**config.mk**
```make
export PLATFORM = sky130hd
export DESIGN_NAME = gpu_draw_scheduler
export DESIGN_NICKNAME = d
export VERILOG_FILES = /design/src/rtl/gpu_draw_scheduler.sv
export SDC_FILE = /design/constraint.sdc
export NUM_CORES = 2
export LEC_CHECK = 0
export BUFFER_PORTS_ARGS = -buffer_cell sky130_fd_sc_hd__buf_4
export CAP_MARGIN = 40
export CORE_ASPECT_RATIO = 0.75
export CORE_MARGIN = 5
export CORE_UTILIZATION = 35
export CTS_BUF_LIST = sky130_fd_sc_hd__clkbuf_2
export CTS_CLUSTER_SIZE = 12
export DETAILED_ROUTE_END_ITERATION = 10
export GPL_TIMING_DRIVEN = 0
export PLACE_DENSITY = 0.59
export SETUP_SLACK_MARGIN = 0.3
export SYNTH_ARGS = -nofsm -noshare
export SYNTH_HDL_FRONTEND = slang
export SYNTH_SLANG_ARGS = --single-unit
```
**constraint.sdc**
```tcl
create_clock -name clk -period 11.3 [get_ports clk]
set_clock_uncertainty 0.15 [all_clocks]
set_input_delay 2.26 -clock clk [delete_from_list [all_inputs] [get_ports clk]]
set_output_delay 2.26 -clock clk [all_outputs]
set_load 0.005 [all_outputs]
```
**src/rtl/gpu_draw_scheduler.sv**
```systemverilog
// Draw command front end: queues commands, issues one to the rectangle stage, holds
// per-draw configuration until all pixels of the draw are written. Option: GPU_SCHED_TIMEOUT_EN.
module gpu_draw_scheduler #(
    parameter int unsigned FIFO_DEPTH     = 4,
    parameter int unsigned TIMEOUT_CYCLES = 65535
) (
    input  logic                        clk,
    input  logic                        rst,
    input  logic                        cmd_valid,
    output logic                        cmd_ready,
    input  logic [15:0]                 cmd_start_x,
    input  logic [15:0]                 cmd_start_y,
    input  logic [15:0]                 cmd_width,
    input  logic [15:0]                 cmd_height,
    input  logic [15:0]                 cmd_scale_x,
    input  logic [15:0]                 cmd_scale_y,
    input  logic                        cmd_mirror_x,
    input  logic                        cmd_mirror_y,
    input  logic [31:0]                 cmd_base_address,
    input  logic [15:0]                 cmd_image_width,
    input  logic [4:0]                  cmd_ct_type,
    input  logic                        cmd_use_ct,
    input  logic [15:0]                 cmd_ct_base_address,
    output logic                        rect_valid,
    input  logic                        rect_ready,
    output logic [15:0]                 rect_start_x,
    output logic [15:0]                 rect_start_y,
    output logic [15:0]                 rect_width,
    output logic [15:0]                 rect_height,
    output logic [15:0]                 rect_scale_x,
    output logic [15:0]                 rect_scale_y,
    output logic                        rect_mirror_x,
    output logic                        rect_mirror_y,
    output logic [31:0]                 cfg_base_address,
    output logic [15:0]                 cfg_image_width,
    output logic [4:0]                  cfg_ct_type,
    output logic                        cfg_use_ct,
    output logic [15:0]                 cfg_ct_base_address,
    input  logic                        fb_write,
    output logic                        busy,
    output logic                        draw_done,
    output logic [$clog2(FIFO_DEPTH):0] pending
`ifdef GPU_SCHED_TIMEOUT_EN
    ,
    output logic                        sched_error
`endif
);

    localparam int unsigned PTR_W = $clog2(FIFO_DEPTH);
    localparam int unsigned CNT_W = PTR_W + 1;
    localparam int unsigned CMD_W = 168;

    if (FIFO_DEPTH < 2 || (FIFO_DEPTH & (FIFO_DEPTH - 1)) != 0 || TIMEOUT_CYCLES < 2) begin : g_param_check
        $error("gpu_draw_scheduler: FIFO_DEPTH must be a power of two >= 2, TIMEOUT_CYCLES >= 2");
    end

    typedef enum logic [1:0] {IDLE, ISSUE, DRAIN} state_t;

    state_t           state, state_next;
    logic [CMD_W-1:0] mem [FIFO_DEPTH];
    logic [CMD_W-1:0] cmd_word, head;
    logic [PTR_W-1:0] wr_ptr, rd_ptr;
    logic             full, empty, push, pop, done_next;
    logic [31:0]      head_total, total, pix_count;

    logic [15:0] h_start_x, h_start_y, h_width, h_height, h_scale_x, h_scale_y;
    logic        h_mirror_x, h_mirror_y, h_use_ct;
    logic [31:0] h_base_address;
    logic [15:0] h_image_width, h_ct_base_address;
    logic [4:0]  h_ct_type;

    assign cmd_word = {cmd_start_x, cmd_start_y, cmd_width, cmd_height, cmd_scale_x, cmd_scale_y,
                       cmd_mirror_x, cmd_mirror_y, cmd_base_address, cmd_image_width,
                       cmd_ct_type, cmd_use_ct, cmd_ct_base_address};
    assign head = mem[rd_ptr];
    assign {h_start_x, h_start_y, h_width, h_height, h_scale_x, h_scale_y,
            h_mirror_x, h_mirror_y, h_base_address, h_image_width,
            h_ct_type, h_use_ct, h_ct_base_address} = head;
    assign head_total = 32'(h_width) * 32'(h_height);

    assign full      = (pending == CNT_W'(FIFO_DEPTH));
    assign empty     = (pending == '0);
    assign cmd_ready = !full;
    assign push      = cmd_valid && cmd_ready;
    assign busy      = (state != IDLE) || !empty;

`ifdef GPU_SCHED_TIMEOUT_EN
    localparam int unsigned WD_W = $clog2(TIMEOUT_CYCLES + 1);
    logic [WD_W-1:0] wd;
    logic            err_set;
`endif

    // Command queue storage; data needs no reset since pending gates every read.
    always_ff @(posedge clk) begin
        if (push) mem[wr_ptr] <= cmd_word;
    end

    always_ff @(posedge clk or negedge rst) begin
        if (!rst) begin
            wr_ptr  <= '0;
            rd_ptr  <= '0;
            pending <= '0;
        end else begin
            if (push) wr_ptr <= wr_ptr + PTR_W'(1);
            if (pop)  rd_ptr <= rd_ptr + PTR_W'(1);
            case ({push, pop})
                2'b10:   pending <= pending + CNT_W'(1);
                2'b01:   pending <= pending - CNT_W'(1);
                default: pending <= pending;
            endcase
        end
    end

    always_ff @(posedge clk or negedge rst) begin
        if (!rst) state <= IDLE;
        else      state <= state_next;
    end

    always_comb begin
        state_next = state;
        pop        = 1'b0;
        done_next  = 1'b0;
`ifdef GPU_SCHED_TIMEOUT_EN
        err_set    = 1'b0;
`endif
        case (state)
            IDLE: begin
                if (!empty) begin
                    pop = 1'b1;
                    if (head_total != 32'd0) state_next = ISSUE;
                    else                     done_next  = 1'b1;
                end
            end
            ISSUE: begin
                if (rect_valid && rect_ready) state_next = DRAIN;
            end
            DRAIN: begin
                if (pix_count + 32'(fb_write) == total) begin
                    state_next = IDLE;
                    done_next  = 1'b1;
                end
`ifdef GPU_SCHED_TIMEOUT_EN
                else if (!fb_write && wd == WD_W'(TIMEOUT_CYCLES - 1)) begin
                    state_next = IDLE;
                    done_next  = 1'b1;
                    err_set    = 1'b1;
                end
`endif
            end
            default: state_next = IDLE;
        endcase
    end

    // Active draw registers change only when a command is popped.
    always_ff @(posedge clk or negedge rst) begin
        if (!rst) begin
            rect_valid          <= 1'b0;
            draw_done           <= 1'b0;
            total               <= '0;
            pix_count           <= '0;
            rect_start_x        <= '0;
            rect_start_y        <= '0;
            rect_width          <= '0;
            rect_height         <= '0;
            rect_scale_x        <= '0;
            rect_scale_y        <= '0;
            rect_mirror_x       <= 1'b0;
            rect_mirror_y       <= 1'b0;
            cfg_base_address    <= '0;
            cfg_image_width     <= '0;
            cfg_ct_type         <= '0;
            cfg_use_ct          <= 1'b0;
            cfg_ct_base_address <= '0;
        end else begin
            rect_valid <= (state_next == ISSUE);
            draw_done  <= done_next;
            if (pop) begin
                total               <= head_total;
                pix_count           <= '0;
                rect_start_x        <= h_start_x;
                rect_start_y        <= h_start_y;
                rect_width          <= h_width;
                rect_height         <= h_height;
                rect_scale_x        <= h_scale_x;
                rect_scale_y        <= h_scale_y;
                rect_mirror_x       <= h_mirror_x;
                rect_mirror_y       <= h_mirror_y;
                cfg_base_address    <= h_base_address;
                cfg_image_width     <= h_image_width;
                cfg_ct_type         <= h_use_ct ? h_ct_type : 5'd16;
                cfg_use_ct          <= h_use_ct;
                cfg_ct_base_address <= h_ct_base_address;
            end else if (state != IDLE && fb_write) begin
                pix_count <= pix_count + 32'd1;
            end
        end
    end

`ifdef GPU_SCHED_TIMEOUT_EN
    // wd counts cycles since DRAIN entry or the last pixel, including the current one.
    always_ff @(posedge clk or negedge rst) begin
        if (!rst) begin
            wd          <= '0;
            sched_error <= 1'b0;
        end else begin
            if (err_set) sched_error <= 1'b1;
            if ((state == ISSUE && state_next == DRAIN) || (state == DRAIN && fb_write))
                wd <= WD_W'(1);
            else if (state == DRAIN)
                wd <= wd + WD_W'(1);
        end
    end
`endif

endmodule

```
# Word level (Yosys, flattened, before mapping)
# Memory sizes are Yosys's and may differ from the RTL's.
# Index checks and enable logic that the tools add are counted.
dict set report totals {
  register_bits 243
  latch_bits 0
  ramBits 672
  rom_bits 0
  in_bits 173
  output_inout_bits 175
  word_cells 65
  memories 1
}
# name words width rd rd_clocked_by_memory_dff wr line_no
set mem_list {}
lappend mem_list {mem 4 168 1 0 1 60} ;# logic [CMD_W-1:0] mem [FIFO_DEPTH];
dict set report op_classes {
  n_addsub 6
  multipliers 1
  div_mod_pow 0
  magnitude_cmp 0
  eq_ne 7
  n_shift 0
  muxes 17
  n_bitwise 0
  reduce_logical 12
}
# op count
set ops {}
lappend ops {{2-to-1 mux 32 bit} 2}
lappend ops {{adder 32 x 1 -> 32 bit} 1}
lappend ops {{adder 32 x 1 -> 32 bit, second input constant} 1}
lappend ops {{equality test 32 bit} 1}
lappend ops {{multiplier 16 x 16 -> 32 bit} 1}
lappend ops {{nonzero test 32 bit} 1}
lappend ops {{2-to-1 mux 2 bit} 4}
lappend ops {{2-to-1 mux 1 bit} 7}
lappend ops {{equality test 2 x 1 -> 1 bit, second input constant} 3}
lappend ops {{one-hot mux 2 bit (3 select lines)} 1}
lappend ops {{one-hot mux 3 bit (2 select lines)} 1}
lappend ops {{nonzero test 2 bit} 3}
lappend ops {{2-to-1 mux 5 bit} 1}
lappend ops {{adder 2 x 1 -> 2 bit, second input constant} 2}
lappend ops {{equality test 2 bit, second input constant} 2}
lappend ops {{adder 3 x 1 -> 3 bit, second input constant} 1}
lappend ops {{equality test 3 bit, second input constant} 1}
lappend ops {{logical AND 1 bit} 3}
lappend ops {{logical NOT 3 bit} 1}
lappend ops {{subtractor 3 x 1 -> 3 bit, second input constant} 1}
lappend ops {{logical NOT 1 bit} 2}
lappend ops {{logical NOT 2 bit} 1}
lappend ops {{one-hot mux 1 bit (2 select lines)} 1}
lappend ops {{logical OR 1 bit} 1}

# Longest topological paths before layout
# An unclocked memory read counts as a cell.
dict set report logic_depth {
  depth_word 7
  depth_mapped 30
  mapped_depth_nobuf 25
}

# Worst setup path before layout
# No wires, ideal clock.
dict set report synth_timing {
  path_kind {register to register}
  from {register rd_ptr[0]}
  to {register rect_valid}
  setup_time_ns 0.119
  t_arrival_ns 7.779
  t_required_ns 11.031
  setup_slack_ns 3.252
  path_stages_with_launch 30
  n_path_buf 5
  synth_period_minus_slack_ns 8.048
  cell_sequence {dfrtp_1 > clkbuf_1 > buf_2 > buf_1 > mux2i_1 > nand2_1 > o21ai_1 > clkbuf_1 > nor2_1 > fa_1 > inv_1 > fa_1 > fa_1 > fa_1 > inv_1 > fa_1 > inv_1 > fa_1 > inv_1 > ha_1 > buf_2 > and4_1 > nand3_1 > or3_1 > a2111oi_2 > o41a_1 > mux2i_1 > nand3_1 > a21oi_1 > a21bo_1}
}
dict set report synth_between {
  elab_chain_cells 7
}
# item line_no
set synth_lines {}
lappend synth_lines {{from (decl)} 62} ;# logic [PTR_W-1:0] wr_ptr, rd_ptr;
lappend synth_lines {{from (signal assigned)} 105} ;# if (pop) rd_ptr <= rd_ptr + PTR_W'(1);
lappend synth_lines {{memory read (4 x 168 bit)} --}
lappend synth_lines {{multiplier 16 x 16 -> 32 bit} 79} ;# assign head_total = 32'(h_width) * 32'(h_height);
lappend synth_lines {{nonzero test 32 bit} 130} ;# if (head_total != 32'd0) state_next = ISSUE;
lappend synth_lines {{2-to-1 mux 2 bit} 130}
lappend synth_lines {{2-to-1 mux 2 bit} 128} ;# if (!empty) begin
lappend synth_lines {{one-hot mux 2 bit (3 select lines)} 126} ;# case (state)
lappend synth_lines {{equality test 2 x 1 -> 1 bit} 175} ;# rect_valid <= (state_next == ISSUE);
lappend synth_lines {{to (signal assigned)} 175}
lappend synth_lines {{to (decl)} 24} ;# output logic rect_valid,
# Every way passes these cells.
# A chain may end at the register's enable or synchronous reset.

# Worst setup path in the final report
dict set report layout_timing {
  from {register rd_ptr[0]}
  to {register draw_done}
}
dict set report layout_between {
  elab_chain_cells 6
}
# item line_no
set layout_lines {}
lappend layout_lines {{memory read (4 x 168 bit)} --}
lappend layout_lines {{multiplier 16 x 16 -> 32 bit} 79}
lappend layout_lines {{nonzero test 32 bit} 130}
lappend layout_lines {{2-to-1 mux 1 bit} 130}
lappend layout_lines {{2-to-1 mux 1 bit} 128}
lappend layout_lines {{one-hot mux 1 bit (2 select lines)} 126}
lappend layout_lines {{named net done_next} 63} ;# logic full, empty, push, pop, done_next;
lappend layout_lines {{to (signal assigned)} 176} ;# draw_done <= done_next;
lappend layout_lines {{to (decl)} 41} ;# output logic draw_done,
# The timed path passes the listed nets, and every way through them passes these cells.

==> results by group <==
Synth
  • Yosys cell types: 84
  • Ys Warns: 0
  • Synth cell count leaders: nand2_1, edfxtp_1, dfrtp_1, inv_1, fa_1
  • Area leader, netlist: edfxtp_1
  • Synth area leaders: edfxtp_1, dfrtp_1, fa_1
  • Post-synth EDFFs: 672
  • Syn nets: 3659
  • Avg Inst Size Synth: 13.8 µm²
  • Syn Std Cell Area: 43700 µm²
  • Top FF cell, synth: edfxtp_1
  • Mapped Cells: 3179
  • Post-synthesis sequential area ratio: 60.0%
  • Ys async rst share: 26.6%
  • Yosys top cell area share: 46.1%
  • Seq cells post-synth: 915
  • Cell with the most instances after synthesis: nand2_1

Finish
  • Area Overhead vs Synth: 18.2%
  • Share of layout cells above drive strength 1: 25.7%
  • Finished Layout Cells: 5680
  • Fin nets: 4296
  • Post-layout util: 41.6%

Timing
  • Crit path time final: 10.14 ns
  • Worst-margin pin slew: 0.948 ns
  • FMAX: 0.0986 GHz
  • Crit share post-route: 89.8%
  • Max Slew Vio Count: 0
  • Setup tns final: 0 ns
  • Setup violators final: 0
  • RSZ-0062 raised after global routing: no
  • Final Hold Vio Count: 0
  • Slew Limit Headroom: 36.4%
  • Setup WS post-layout: 1.16 ns

Critical path
  • Reg2reg end: draw_done$_DFF_PN0_
  • Critical path class: reg2reg
  • CP required: 12.48 ns
  • Type of origin of the critical path: register
  • Crit-path max cell delay: 0.57 ns
  • Slowest CP cell: fa_1
  • Element type at the critical path end: register
  • RR Startpoint: rd_ptr[0]$_DFFE_PN0P_
  • R2R cell count: 31
  • Worst Path Max Fanout: 10
  • R2r setup slk: 1.16 ns
  • CP dominant cell by count: fa_1
  • Worst EP arrival: 11.32 ns
  • Critical path origin: rd_ptr[0]$_DFFE_PN0P_
  • Worst Setup EP: draw_done$_DFF_PN0_

Worst hold path
  • Hold WC Path Type: reg2reg

Global route
  • Total track usage: 18.0%
  • Initial antenna violation count: 14
  • GR met1 Demand/Resource: 23.6%
  • Number of global-route vias before repair: 28400
  • First-pass GRT wire length: 178 mm
  • Grt met2 use: 28.5%
  • Congestion Overflow GR: 0
  • Largest net degree at the start of global routing: 86
  • Gr busiest metal: met2
  • Met3 GRT Util: 6.03%

Run status
  • Status: finished clean

Clock tree
  • Post-CTS Setup Bufs: 0
  • Clk root buf: clkbuf_2
  • H-Tree Depth: 4
  • Cts hold-fix bufs: 0
  • Clock latency on the worst-skew pair: 1.55 ns
  • CTS Sinks: 915
  • CTS tree: done
  • Bufs on Longest Clock Path: 3
  • CTS Buf Count: 226
  • Resized Gates After CTS: 0
  • Clock transition at the registers of the reported paths: 0.11 ns

Drt
  • DRC Markers: 0
  • Antenna-violating nets left: 0
  • Vias per cell: 4.83
  • DRT Pass-1 Iters: 5
  • WL/cell: 20.9 µm
  • Total Routed Length: 118 mm
  • Initial drt markers: 1898
  • Vias: 27400

Placed design
  • Routability Congestion: 0.879
  • Port Buffer Count: 347
  • Detailed Place HPWL: 85.4 mm
  • Dpl cells: 5241
  • Dpl ws: 1.28 ns

Die
  • Initial Util: 35.2%
  • # rows: 112
  • Die Y: 316 µm
  • Full die area: 132000 µm²
  • Chip width: 418 µm
  • Core Footprint: 124000 µm²
  • # IOs: 348

Flow run
  • Maxcap violations: 0
## cells in the final DEF, fill, tap and decap left out, types with 9 or more instances in the layout
cell      instances
a21o_1            9
a21oi_1          39
and2_1           33
and3_1            9
buf_1            25
buf_16           14
buf_2            18
buf_4           358
buf_6            21
buf_8            13
clkbuf_1        103
clkbuf_2        364
clkinv_1         38
clkinv_2         13
dfrtp_1         243
diode_2          10
edfxtp_1        672
fa_1            195
ha_1            112
inv_1           243
mux2_2           20
mux2i_1          24
mux4_2          153
nand2_1         709
nand2b_1         12
nand3_1          33
nand4_1          21
nor2_1          151
nor3_1           14
nor4_1            9
o21a_1           17
o21ai_0          70
o21ai_1          17
o31ai_1           9
or3_1            12
xnor2_1          60
xor2_1           34
## state kept, by name (all words and copies together) (netlist names), 5 cells and up
signal	cells
cfg_ct_base_address	16
rect_start_y	16
cfg_ct_type	5
cfg_base_address	32
mem	672
total	32
rect_start_x	16
rect_width	16
cfg_image_width	16
rect_scale_x	16
rect_scale_y	16
pix_count	32
rect_height	16
## worst max-delay path: cells and delay by family (launching register included)
family,cells,cell delay [ns]
adders and majority gates,7,3.26
buffers and inverters,11,2.66
AOI/OAI and AO/OA,8,2.46
and+or+nand+nor,3,0.51
DFF,1,0.39
xor gates and xnor gates,1,0.28
muxes,1,0.19
## final cells by class
class                           count  area [µm²]
Fill cell                       11700       72600
Sequential cell                   915       26300
Multi-Input combinational cell   1873       16000
Timing Repair Buffer              409        3560
Tap cell                         1653        2070
Clock buffer                      363        1820
Inverter                          244         916
Buffer                            147         582
Clock inverter                     66         457
Antenna cell                       10        25.0
## cell families (layout without fill, tap and decap cells)
group | count (synthesis) | after routing | synth area share, %
compound gates | 226 | 226 | 3.38
flops | 915 | 915 | 60.0
xor+xnor | 94 | 94 | 1.88
other cells | 0 | 10 | 0
buf+inv | 391 | 1229 | 3.42
mux | 197 | 197 | 8.94
fa+ha+maj | 307 | 307 | 12.1
simple gates | 1049 | 1049 | 10.2
## metrics by stage
step,area [µm²],hold slack (ns)
after floorplan,43700,0.315
after global placement,48400,0.310
after detailed placement,49400,0.313
after CTS,51700,0.336
after global routing,51700,0.355
final,51700,0.333
## worst min path at each step
| stage | end | from | depth (start not counted) |
|---|---|---|---|
| after floorplan | total[3]$_DFFE_PN0P_ | total[3]$_DFFE_PN0P_ | 2 |
| after global placement | cfg_base_address[28]$_DFFE_PN0P_ | cfg_base_address[28]$_DFFE_PN0P_ | 2 |
| after detailed placement | rect_scale_y[14]$_DFFE_PN0P_ | rect_scale_y[14]$_DFFE_PN0P_ | 2 |
| after CTS | cfg_ct_base_address[13]$_DFFE_PN0P_ | cfg_ct_base_address[13]$_DFFE_PN0P_ | 2 |
| after global routing | rect_scale_x[6]$_DFFE_PN0P_ | rect_scale_x[6]$_DFFE_PN0P_ | 2 |
| final | rect_start_x[9]$_DFFE_PN0P_ | rect_start_x[9]$_DFFE_PN0P_ | 2 |
## per-layer routing
metal / up-vias / wire length, µm
li1: 12500 / -
met1: 13900 / 49100
met2: 848 / 56500
met3: 169 / 10100
met4: 8 / 2670
met5: - / 54
Power is left out: the tool's default activity adds up to more than one toggle a clock period on the data nets, which glitch-free logic cannot reach.
